**src/rtl/psum_fifo_drain_if.sv**
```systemverilog
// Purpose: bundles the syncfifo FWFT read port and the writeback valid/ready port of psum_fifo_drain.
// Latency: none, wires only.
// Backpressure: out_ready from the writeback stage; FIFO pops are gated by fifo_empty.
interface psum_fifo_drain_if #(
    parameter int DWIDTH = 25,
    parameter int OWIDTH = 32
);
    logic              fifo_empty;
    logic [DWIDTH-1:0] fifo_rdata;
    logic              fifo_rden;
    logic [OWIDTH-1:0] out_data;
    logic              out_valid;
    logic              out_ready;
    logic              out_partial;
    logic              sat_flag;

    // Drain side: pops FIFO words and presents accumulated sums.
    modport slave (
        input  fifo_empty, fifo_rdata, out_ready,
        output fifo_rden, out_data, out_valid, out_partial, sat_flag
    );

    // Environment side: owns the FIFO and consumes the sums.
    modport master (
        output fifo_empty, fifo_rdata, out_ready,
        input  fifo_rden, out_data, out_valid, out_partial, sat_flag
    );
endinterface

```
**src/rtl/psum_fifo_drain.sv**
```systemverilog
// Purpose: pops signed partial sums from a FWFT FIFO and accumulates groups of acc_len words; ACC_SAT_EN selects saturating adds.
// Latency: a group of N words takes N+2 cycles (IDLE, N pops at 1/cycle, OUT) when out_ready is high.
// Backpressure: the sum is held in OUT until out_ready; no pops happen while waiting or while the FIFO is empty.
module psum_fifo_drain #(
    parameter int DWIDTH = 25,
    parameter int OWIDTH = 32,
    parameter int LWIDTH = 6
) (
    input  logic              clk,
    input  logic              rstn,
    psum_fifo_drain_if.slave  pif,
    input  logic [LWIDTH-1:0] acc_len,
    input  logic              flush,
    output logic              busy
);
    typedef enum logic [1:0] {
        IDLE = 2'd0,
        ACC  = 2'd1,
        OUT  = 2'd2
    } state_t;

    state_t            state;
    state_t            state_nxt;
    logic [LWIDTH-1:0] len;
    logic [LWIDTH-1:0] cnt;
    logic [OWIDTH-1:0] acc;
    logic [OWIDTH-1:0] base;
    logic [OWIDTH-1:0] word_ext;
    logic [OWIDTH-1:0] sum_nxt;
    logic              pop;
    logic              last;
    logic              close;
    logic              handshake;
    logic [OWIDTH-1:0] out_data_q;
    logic              out_valid_q;
    logic              out_partial_q;

    // The size cast on a signed operand sign-extends the FIFO word.
    assign word_ext = OWIDTH'($signed(pif.fifo_rdata));

    // Pop/close decode; the first word of a group starts from zero instead of the stale acc.
    always_comb begin
        pop       = (state == ACC) && !pif.fifo_empty;
        base      = (cnt == '0) ? '0 : acc;
        last      = pop && (cnt == len - 1'b1);
        close     = (state == ACC) && (last || (flush && ((cnt != '0) || pop)));
        handshake = out_valid_q && pif.out_ready;
    end

`ifdef ACC_SAT_EN
    localparam logic [OWIDTH-1:0] SAT_MAX = {1'b0, {(OWIDTH-1){1'b1}}};
    localparam logic [OWIDTH-1:0] SAT_MIN = {1'b1, {(OWIDTH-1){1'b0}}};

    logic [OWIDTH:0] sum_wide;
    logic            clip;
    logic            sat_grp;
    logic            sat_grp_nxt;
    logic            sat_flag_q;

    // One guard bit exposes signed overflow; clip towards the sign of the true result.
    always_comb begin
        sum_wide    = {base[OWIDTH-1], base} + {word_ext[OWIDTH-1], word_ext};
        clip        = sum_wide[OWIDTH] ^ sum_wide[OWIDTH-1];
        sum_nxt     = sum_wide[OWIDTH-1:0];
        if (clip) begin
            sum_nxt = sum_wide[OWIDTH] ? SAT_MIN : SAT_MAX;
        end
        sat_grp_nxt = ((cnt == '0) ? 1'b0 : sat_grp) | clip;
    end

    // Sticky per-group clip record, published with the sum and cleared on handshake.
    always_ff @(posedge clk or posedge rstn) begin
        if (rstn) begin
            sat_grp    <= 1'b0;
            sat_flag_q <= 1'b0;
        end else begin
            if (pop) begin
                sat_grp <= sat_grp_nxt;
            end
            if (close) begin
                sat_flag_q <= pop ? sat_grp_nxt : sat_grp;
            end else if ((state == OUT) && handshake) begin
                sat_flag_q <= 1'b0;
            end
        end
    end

    assign pif.sat_flag = sat_flag_q;
`else
    // Plain two's-complement add; carries out of OWIDTH are dropped.
    always_comb begin
        sum_nxt = base + word_ext;
    end

    assign pif.sat_flag = 1'b0;
`endif

    // State register.
    always_ff @(posedge clk or posedge rstn) begin
        if (rstn) begin
            state <= IDLE;
        end else begin
            state <= state_nxt;
        end
    end

    // Next state and FIFO pop strobe; rden is only raised in ACC with data present.
    always_comb begin
        state_nxt     = state;
        pif.fifo_rden = 1'b0;
        case (state)
            IDLE: begin
                if (!pif.fifo_empty) begin
                    state_nxt = ACC;
                end
            end
            ACC: begin
                pif.fifo_rden = pop;
                if (close) begin
                    state_nxt = OUT;
                end
            end
            OUT: begin
                if (handshake) begin
                    state_nxt = IDLE;
                end
            end
            default: state_nxt = IDLE;
        endcase
    end

    // Group length latch, accumulation and the held output register.
    always_ff @(posedge clk or posedge rstn) begin
        if (rstn) begin
            len           <= '0;
            cnt           <= '0;
            acc           <= '0;
            out_data_q    <= '0;
            out_valid_q   <= 1'b0;
            out_partial_q <= 1'b0;
        end else begin
            case (state)
                IDLE: begin
                    if (!pif.fifo_empty) begin
                        len <= (acc_len == '0) ? LWIDTH'(1) : acc_len;
                        cnt <= '0;
                    end
                end
                ACC: begin
                    if (pop) begin
                        acc <= sum_nxt;
                        cnt <= cnt + 1'b1;
                    end
                    if (close) begin
                        out_data_q    <= pop ? sum_nxt : acc;
                        out_valid_q   <= 1'b1;
                        out_partial_q <= !last;
                    end
                end
                OUT: begin
                    if (handshake) begin
                        out_valid_q   <= 1'b0;
                        out_partial_q <= 1'b0;
                    end
                end
                default: ;
            endcase
        end
    end

    assign pif.out_data    = out_data_q;
    assign pif.out_valid   = out_valid_q;
    assign pif.out_partial = out_partial_q;
    assign busy            = (state != IDLE);
endmodule

```
**src/flat_wrapper.sv**
```systemverilog
// flat-port wrapper written by rule: the top's interface ports become plain ports
module psum_fifo_drain_flat 
#(
    parameter int DWIDTH = 25,
    parameter int OWIDTH = 32,
    parameter int LWIDTH = 6
)
  (clk, rstn, acc_len, flush, busy, pif_fifo_empty, pif_fifo_rdata, pif_out_ready, pif_fifo_rden, pif_out_data, pif_out_valid, pif_out_partial, pif_sat_flag);
  psum_fifo_drain_if #(.DWIDTH(DWIDTH), .OWIDTH(OWIDTH)) pif_i ();
  input  logic clk;
  input  logic rstn;
  input  logic [LWIDTH-1:0] acc_len;
  input  logic flush;
  output logic busy;
  input wire logic [$bits(pif_i.fifo_empty)-1:0] pif_fifo_empty;
  input wire logic [$bits(pif_i.fifo_rdata)-1:0] pif_fifo_rdata;
  input wire logic [$bits(pif_i.out_ready)-1:0] pif_out_ready;
  output wire logic [$bits(pif_i.fifo_rden)-1:0] pif_fifo_rden;
  output wire logic [$bits(pif_i.out_data)-1:0] pif_out_data;
  output wire logic [$bits(pif_i.out_valid)-1:0] pif_out_valid;
  output wire logic [$bits(pif_i.out_partial)-1:0] pif_out_partial;
  output wire logic [$bits(pif_i.sat_flag)-1:0] pif_sat_flag;
  assign pif_i.fifo_empty = pif_fifo_empty;
  assign pif_i.fifo_rdata = pif_fifo_rdata;
  assign pif_i.out_ready = pif_out_ready;
  assign pif_fifo_rden = pif_i.fifo_rden;
  assign pif_out_data = pif_i.out_data;
  assign pif_out_valid = pif_i.out_valid;
  assign pif_out_partial = pif_i.out_partial;
  assign pif_sat_flag = pif_i.sat_flag;
  psum_fifo_drain #(.DWIDTH(DWIDTH), .OWIDTH(OWIDTH), .LWIDTH(LWIDTH)) u_core (.clk(clk), .rstn(rstn), .pif(pif_i), .acc_len(acc_len), .flush(flush), .busy(busy));
endmodule
```
**config.mk**
```make
export PLATFORM = sky130hd
export DESIGN_NAME = psum_fifo_drain_flat
export DESIGN_NICKNAME = d
export VERILOG_FILES = /design/src/rtl/psum_fifo_drain_if.sv /design/src/rtl/psum_fifo_drain.sv /design/src/flat_wrapper.sv
export SDC_FILE = /design/constraint.sdc
export NUM_CORES = 1
export LEC_CHECK = 0
export BUFFER_PORTS_ARGS = -buffer_cell sky130_fd_sc_hd__buf_2
export CAP_MARGIN = 20
export CORE_MARGIN = 2
export CORE_UTILIZATION = 45
export DETAILED_ROUTE_END_ITERATION = 8
export PLACE_DENSITY = 0.65
export SETUP_SLACK_MARGIN = 0.5
export SLEW_MARGIN = 20
export SYNTH_ARGS = -nofsm -noshare
export SYNTH_HDL_FRONTEND = slang
export SYNTH_SLANG_ARGS = --single-unit
```
**constraint.sdc**
```tcl
create_clock -name clk -period 9.41 [get_ports clk]
set_clock_uncertainty 0.15 [all_clocks]
set_input_delay 1.882 -clock clk [delete_from_list [all_inputs] [get_ports clk]]
set_output_delay 1.882 -clock clk [all_outputs]
set_load 0.005 [all_outputs]
```
==> flow_metrics.py, run 1 <==
metrics = {
    "routing": {
        "vias": 4107,
        "vias_per_cell": 5.45,
        "antenna_left": 0,
        "drtIter0Drc": 164,
        "first_pass_iters": 4,
        "totalWireLength_um": 11100,
        "drc": 0,
        "wl_per_cell_um": 14.7,
    },
    "final_layout": {
        "diodes": 0,
        "nets": 681,
        "design_area_mm2": 0.00584,
        "n_fill_cell": 1015,
        "multi_input_area_mm2": 0.00291,
        "layout-drive-gt1-share_pct": 21.8,
        "stdcell_count": 754,
        "area_growth_pct": 15.2,
        "layout_commonest_cell": "nand2_1",
        "seq_area_mm2": 0.00200,
        "layout_common_cells": "81 x nand2_1, 80 x dfrtp_1, 71 x buf_2, 38 x o21ai_0, 37 x and2_1",
    },
    "yosys": {
        "netlist_instances": 547,
        "netlist_area_mm2": 0.00507,
        "syn_nets": 618,
        "ys_warn_count": 0,
        "synth_area_leaders": "dfrtp_1 40%, ha_1 8.4%, mux2_2 7.6%, nand2_1 6.0%, and2_1 4.6%",
        "synth_seq_cells": 80,
        "synth-edff-count": 0,
        "yosys.area_share.simple_pct": 17.0,
        "synth.largest_area_cell": "dfrtp_1",
        "synth.area.mux_share_pct": 8.17,
        "synth_top_family_by_area": "compound AO/OA/AOI/OAI gates",
        "synthAdderAreaFrac_pct": 8.79,
        "synth_area_per_cell_um2": 9.26,
        "async_flop_share_pct": 100,
        "yosysUniqueCellTypes": 53,
        "ys.flop_type": "dfrtp_1",
        "synth-xor-area-share_pct": 6.22,
        "synth_compound_area_share_pct": 17.2,
        "synth_top_area_share_pct": 39.5,
        "yosysSeqAreaShare_pct": 39.5,
    },
    "worst_setup_path": {
        "r2r_slack_ns": 4.97,
        "critPathMostFrequentCell": "buf_2",
        "cp.required_ns": 7.38,
        "slowest_stage": "inv_1",
        "crit_fanout": 58,
        "endpoint": "pif_fifo_rden",
        "cp-end-kind": "primary output",
        "reg2reg_to": "u_core.pif.out_data[24]$_DFFE_PP0P_",
        "max_stage_delay_ns": 0.44,
        "cp-start-kind": "input pin",
        "path_depth": 5,
        "worstReg2RegStart": "u_core.cnt[3]$_DFFE_PP0P_",
        "crit_type": "in2out",
        "arrival_ns": 3.40,
        "crit_path_start": "pif_fifo_empty",
        "r2r_cells": 14,
        "cp_cell_sequence": "buf_2 > or3b_2 > buf_4 > inv_1 > buf_2",
        "critical-path-top-delay-family": "buffers and inverters",
        "path_buf_inv": 4,
    },
    "timing": {
        "tightest_slew_ns": 0.737,
        "tns_ns": 0,
        "fin_crit_ns": 5.43,
        "max_freq_mhz": 184,
        "grt_setup_unrepaired": "no",
        "hold_violations": 0,
        "max_slew_margin_pct": 50.8,
        "setup-violations-final": 0,
        "fin_crit_sh_pct": 57.7,
        "hold_slack_ns": 0.329,
        "slew_viol_final": 0,
    },
    "flow_run": {
        "drv_cap": 0,
    },
    "floorplanning": {
        "start_util_pct": 46.3,
        "core-area_mm2": 0.0109,
        "rows": 38,
        "pin_count": 73,
        "dieHeight_um": 110,
        "dieArea_mm2": 0.0121,
        "die_x_um": 110,
    },
    "clock_tree": {
        "clock-sinks": 80,
        "cts_max_level": 3,
        "cts_resized": 0,
        "numCtsBuffers": 9,
        "cts_tree": "done",
        "clkSlewWorstSetupHoldPaths_ns": 0.06,
        "cts_hold_buf": 0,
        "cts_setup_buffers": 0,
        "cts_max_path_buffers": 2,
        "cts_root_buf": "clkbuf_16",
        "clk_latency_ns": 0.35,
    },
    "grt": {
        "grt_max_degree": 81,
        "grt_pass1_wl_um": 18300,
        "overflow": 0,
        "antenna_found_initial": 0,
        "grt_pass1_vias": 3917,
        "grt_use_total_pct": 19.4,
    },
    "min_path": {
        "hold_class": "reg2reg",
    },
    "run_status": {
        "status": "completed",
    },
    "placed_design": {
        "dpl.hpwl_um": 7870,
        "dp_cells": 739,
        "io_buffers": 71,
        "post_dp_cell_area_mm2": 0.00553,
        "place_congestion": 0.873,
    },
    "power_and_ir_drop": {
        "power.density_mw_per_mm2": 343,
        "ir_drop_uv": 184,
        "power_leakage_uw": 0.00285,
    },
}
-- kinds of logic after synthesis --
group	after synthesis
and+or+nand+nor	181
AOI/OAI and AO/OA	140
DFF	80
muxes	37
buffers and inverters	37
xor gates and xnor gates	36
adders and majority gates	35
other	1
-- power by group --
group	internal, uW	switching [uW]
combinational	472	577
sequential	499	92.7
clock	225	136
total	1200	806
-- area by class of cell --
| class | instances | share of cell area, % |
|---|---|---|
| multi-input cells | 430 | 49.9 |
| inverters | 14 | 0.922 |
| repair buffers | 75 | 6.67 |
| clock inverters | 3 | 0.686 |
| well taps | 140 | 3.00 |
| flip-flops and latches | 80 | 34.3 |
| clock buffers | 12 | 4.56 |
-- worst min path at each step --
stage          slack [ns]                             endpoint                                 from  depth (start not counted)
2_1_floorplan        0.29           u_core.acc[13]$_DFFE_PP0P_           u_core.acc[13]$_DFFE_PP0P_                          2
3_3_place_gp         0.31           u_core.acc[30]$_DFFE_PP0P_           u_core.acc[30]$_DFFE_PP0P_                          2
3_5_place_dp         0.32           u_core.acc[30]$_DFFE_PP0P_           u_core.acc[30]$_DFFE_PP0P_                          2
4_1_cts              0.33           u_core.acc[30]$_DFFE_PP0P_           u_core.acc[30]$_DFFE_PP0P_                          2
5_1_grt              0.35  u_core.pif.out_data[13]$_DFFE_PP0P_  u_core.pif.out_data[13]$_DFFE_PP0P_                          1
6_report             0.33           u_core.acc[30]$_DFFE_PP0P_           u_core.acc[30]$_DFFE_PP0P_                          2
-- stage by stage --
step                      util, %  power (uW)  setup WS [ns]
after global placement       50.5        1620           4.01
after CTS                    53.4        2020           3.97
after floorplan                 -        1380           4.71
after detailed placement     50.5        1650           3.98
final                        53.4        2000           3.98
after global routing         53.4        2180           3.87
-- synth_stat cells (5+ instances only) --
cell type,n
o21ai_1,9
inv_1,14
and2_1,37
o21ai_0,38
a21oi_1,35
clkbuf_1,15
nor3_1,6
a31oi_1,8
dfrtp_1,80
ha_1,34
nand4_1,6
nand2_1,81
xor2_1,14
nand3_1,5
xnor2_1,22
buf_2,6
nor2_1,25
a21o_1,14
mux2_2,34
-- tightest hold or removal path, cell delays in order, from the launching register on --
cell	delay [ns]
dfrtp_1	0.33
nand2_1	0.06
o21ai_2	0.06
-- registers in the layout, summed over array words and instances, names as in the netlist --
signal,cells
u_core.acc,32
u_core.cnt,6
u_core.len,6
u_core.pif.out_data,32
u_core.pif.out_partial,1
u_core.pif.out_valid,1
u_core.state,2
-- routing by layer --
metal / track usage [%] / up-vias / wire length (um)
li1: - / 2062 / -
met3: 4.53 / 12 / 473
met1: 25.4 / 1951 / 5250
met4: 7.41 / 0 / 176
met5: 0 / - / 0
met2: 31.3 / 82 / 5190
Note: power is estimated with default switching activity, not from simulation.
==> run 2: changes to the inputs <==
--- a/config.mk
+++ b/config.mk
@@ -10,7 +10,7 @@
 export CORE_MARGIN = 2
 export CORE_UTILIZATION = 45
 export DETAILED_ROUTE_END_ITERATION = 8
-export PLACE_DENSITY = 0.65
+export PLACE_DENSITY = 0.68
 export SETUP_SLACK_MARGIN = 0.5
 export SLEW_MARGIN = 20
 export SYNTH_ARGS = -nofsm -noshare
==> constraint.sdc (replaced) <==
create_clock -name clk -period 4.65 [get_ports clk]
set_clock_uncertainty 0.15 [all_clocks]
set_input_delay 0.93 -clock clk [delete_from_list [all_inputs] [get_ports clk]]
set_output_delay 0.93 -clock clk [all_outputs]
set_load 0.005 [all_outputs]
==> run 2 against run 1 <==
Net effect: flip-flop and latch count unchanged; register-to-register slack got worse by 4.3 ns; critical path depth rose by 9; worst setup slack got worse by 3.3 ns; count of clock-buffer cells in the layout decreased by 1; combinational power rose by 100%.
==> flow_metrics.py, run 2 (synthesis gave the netlist of run 1 again) <==
metrics = {
    "clock_tree": {
        "clkSlewWorstSetupHoldPaths_ns": 0.06,
        "cts_root_buf": "clkbuf_16",
        "cts_tree": "done",
        "numCtsBuffers": 9,
        "clock-sinks": 80,
        "clk_latency_ns": 0.34,
        "cts_max_path_buffers": 2,
        "cts_max_level": 3,
    },
    "final_layout": {
        "multi_input_area_mm2": 0.00292,
        "diodes": 0,
        "layout_commonest_cell": "nand2_1",
        "layout_common_cells": "81 x nand2_1, 80 x dfrtp_1, 71 x buf_2, 37 x o21ai_0, 37 x and2_1",
        "nets": 685,
        "area_growth_pct": 15.7,
        "design_area_mm2": 0.00586,
        "n_fill_cell": 1024,
        "seq_area_mm2": 0.00200,
        "layout-drive-gt1-share_pct": 22.0,
    },
    "timing": {
        "hold_violations": 0,
        "max_slew_margin_pct": 38.3,
        "fin_crit_ns": 3.97,
        "max_freq_mhz": 252,
        "grt_setup_unrepaired": "yes",
        "fin_crit_sh_pct": 85.3,
        "setup-violations-final": 0,
        "slew_viol_final": 0,
        "tns_ns": 0,
        "tightest_slew_ns": 0.925,
    },
    "run_status": {
        "status": "completed",
    },
    "placed_design": {
        "dpl.hpwl_um": 8430,
        "post_dp_cell_area_mm2": 0.00555,
        "place_congestion": 0.884,
        "io_buffers": 71,
    },
    "routing": {
        "antenna_left": 0,
        "wl_per_cell_um": 14.6,
        "drtIter0Drc": 162,
        "vias": 4092,
        "drc": 0,
        "totalWireLength_um": 11100,
        "first_pass_iters": 4,
        "vias_per_cell": 5.41,
    },
    "floorplanning": {
        "die_x_um": 110,
        "dieHeight_um": 110,
        "pin_count": 73,
        "start_util_pct": 46.3,
        "rows": 38,
        "core-area_mm2": 0.0109,
        "dieArea_mm2": 0.0121,
    },
    "worst_setup_path": {
        "path_buf_inv": 1,
        "crit_type": "reg2reg",
        "cp-end-kind": "register",
        "cp-start-kind": "register",
        "crit_path_start": "u_core.cnt[3]$_DFFE_PP0P_",
        "cp.required_ns": 4.72,
        "cp_cell_sequence": "nor4_1 > nand2_1 > buf_4 > and2_1 > ha_1 > nand4_1 > or4_1 > o21a_1 > a21oi_1 > and2_1 > o21ai_1 > xor2_1 > o21ai_2 > mux2_2",
        "r2r_slack_ns": 0.68,
        "reg2reg_to": "u_core.pif.out_data[24]$_DFFE_PP0P_",
        "critical-path-top-delay-family": "simple AND/OR/NAND/NOR gates",
        "critPathMostFrequentCell": "and2_1",
        "slowest_stage": "or4_1",
        "max_stage_delay_ns": 0.49,
        "arrival_ns": 4.04,
        "worstReg2RegStart": "u_core.cnt[3]$_DFFE_PP0P_",
        "r2r_cells": 14,
        "crit_fanout": 15,
    },
    "grt": {
        "overflow": 0,
        "grt_max_degree": 54,
        "grt_use_total_pct": 19.7,
        "grt_pass1_wl_um": 18900,
        "grt_pass1_vias": 4056,
        "antenna_found_initial": 0,
    },
    "min_path": {
        "min_from": "u_core.acc[3]$_DFFE_PP0P_",
        "hold_path_end": "u_core.acc[3]$_DFFE_PP0P_",
        "hold_class": "reg2reg",
        "min_path_cells": 2,
    },
    "power_and_ir_drop": {
        "power_leakage_uw": 0.00285,
        "finalPower_uw": 4060,
        "power.density_mw_per_mm2": 693,
        "ir_drop_uv": 272,
    },
    "flow_run": {
        "drv_cap": 0,
    },
}
[run 2: power breakdown]
group	leakage (uW)	total [uW]	internal, uW	switching (uW)
logic	0.00171	2150	983	1170
registers	0.00100	1200	1010	188
clock network	0.000143	712	438	274
[run 2: stage by stage]
step           cells  util (%)  hold slack (ns)  setup slack [ns]
2_1_floorplan    547         -            0.294             0.863
3_3_place_gp     742      50.8            0.319             0.731
3_5_place_dp     742      50.8            0.323             0.666
4_1_cts          756      53.5            0.335             0.638
5_1_grt          757      53.6            0.362             0.475
6_report         757      53.6            0.333             0.681
[run 2: how the worst max path moves through the flow]
stage | endpoint | slack, ns | cells after the start
final | u_core.pif.out_data[24]$_DFFE_PP0P_ | 0.68 | 14
after CTS | u_core.pif.out_data[30]$_DFFE_PP0P_ | 0.64 | 14
after global placement | u_core.pif.out_data[31]$_DFFE_PP0P_ | 0.73 | 14
after detailed placement | u_core.pif.out_data[14]$_DFFE_PP0P_ | 0.67 | 14
after global routing | u_core.pif.out_data[31]$_DFFE_PP0P_ | 0.47 | 14
after floorplan | u_core.pif.out_data[14]$_DFFE_PP0P_ | 0.86 | 16
[run 2: what timing repair did]
action | CTS | global route
gates resized for setup | 0 | 2
hold buffers | 0 | 0
buffers inserted | 0 | 1
hold endpoints to repair | 0 | 0
setup endpoints to repair | 0 | 7
[run 2: worst min-delay path, stage by stage, from the launching register on]
cell	delay, ns
dfrtp_1	0.33
nand2_1	0.05
nand2_1	0.07
[run 2: cell type report]
type	count	share of cell area, %
multi-input cells	430	49.8
flip-flops and latches	80	34.1
repair buffers	79	7.08
clock buffers	11	4.31
well taps	140	2.99
inverters	14	0.917
clock inverters	3	0.725
[run 2: per-layer routing]
metal  routed length [um]  GRT usage [%]  share of wire [%]  up-vias
li1                     -              -                  -     2060
met1                 5190           25.7                 47     1945
met2                 5220           32.6                 47       71
met3                  485           4.64                4.4       16
met4                  178           6.16                1.6        0
met5                    0              0                  0        -
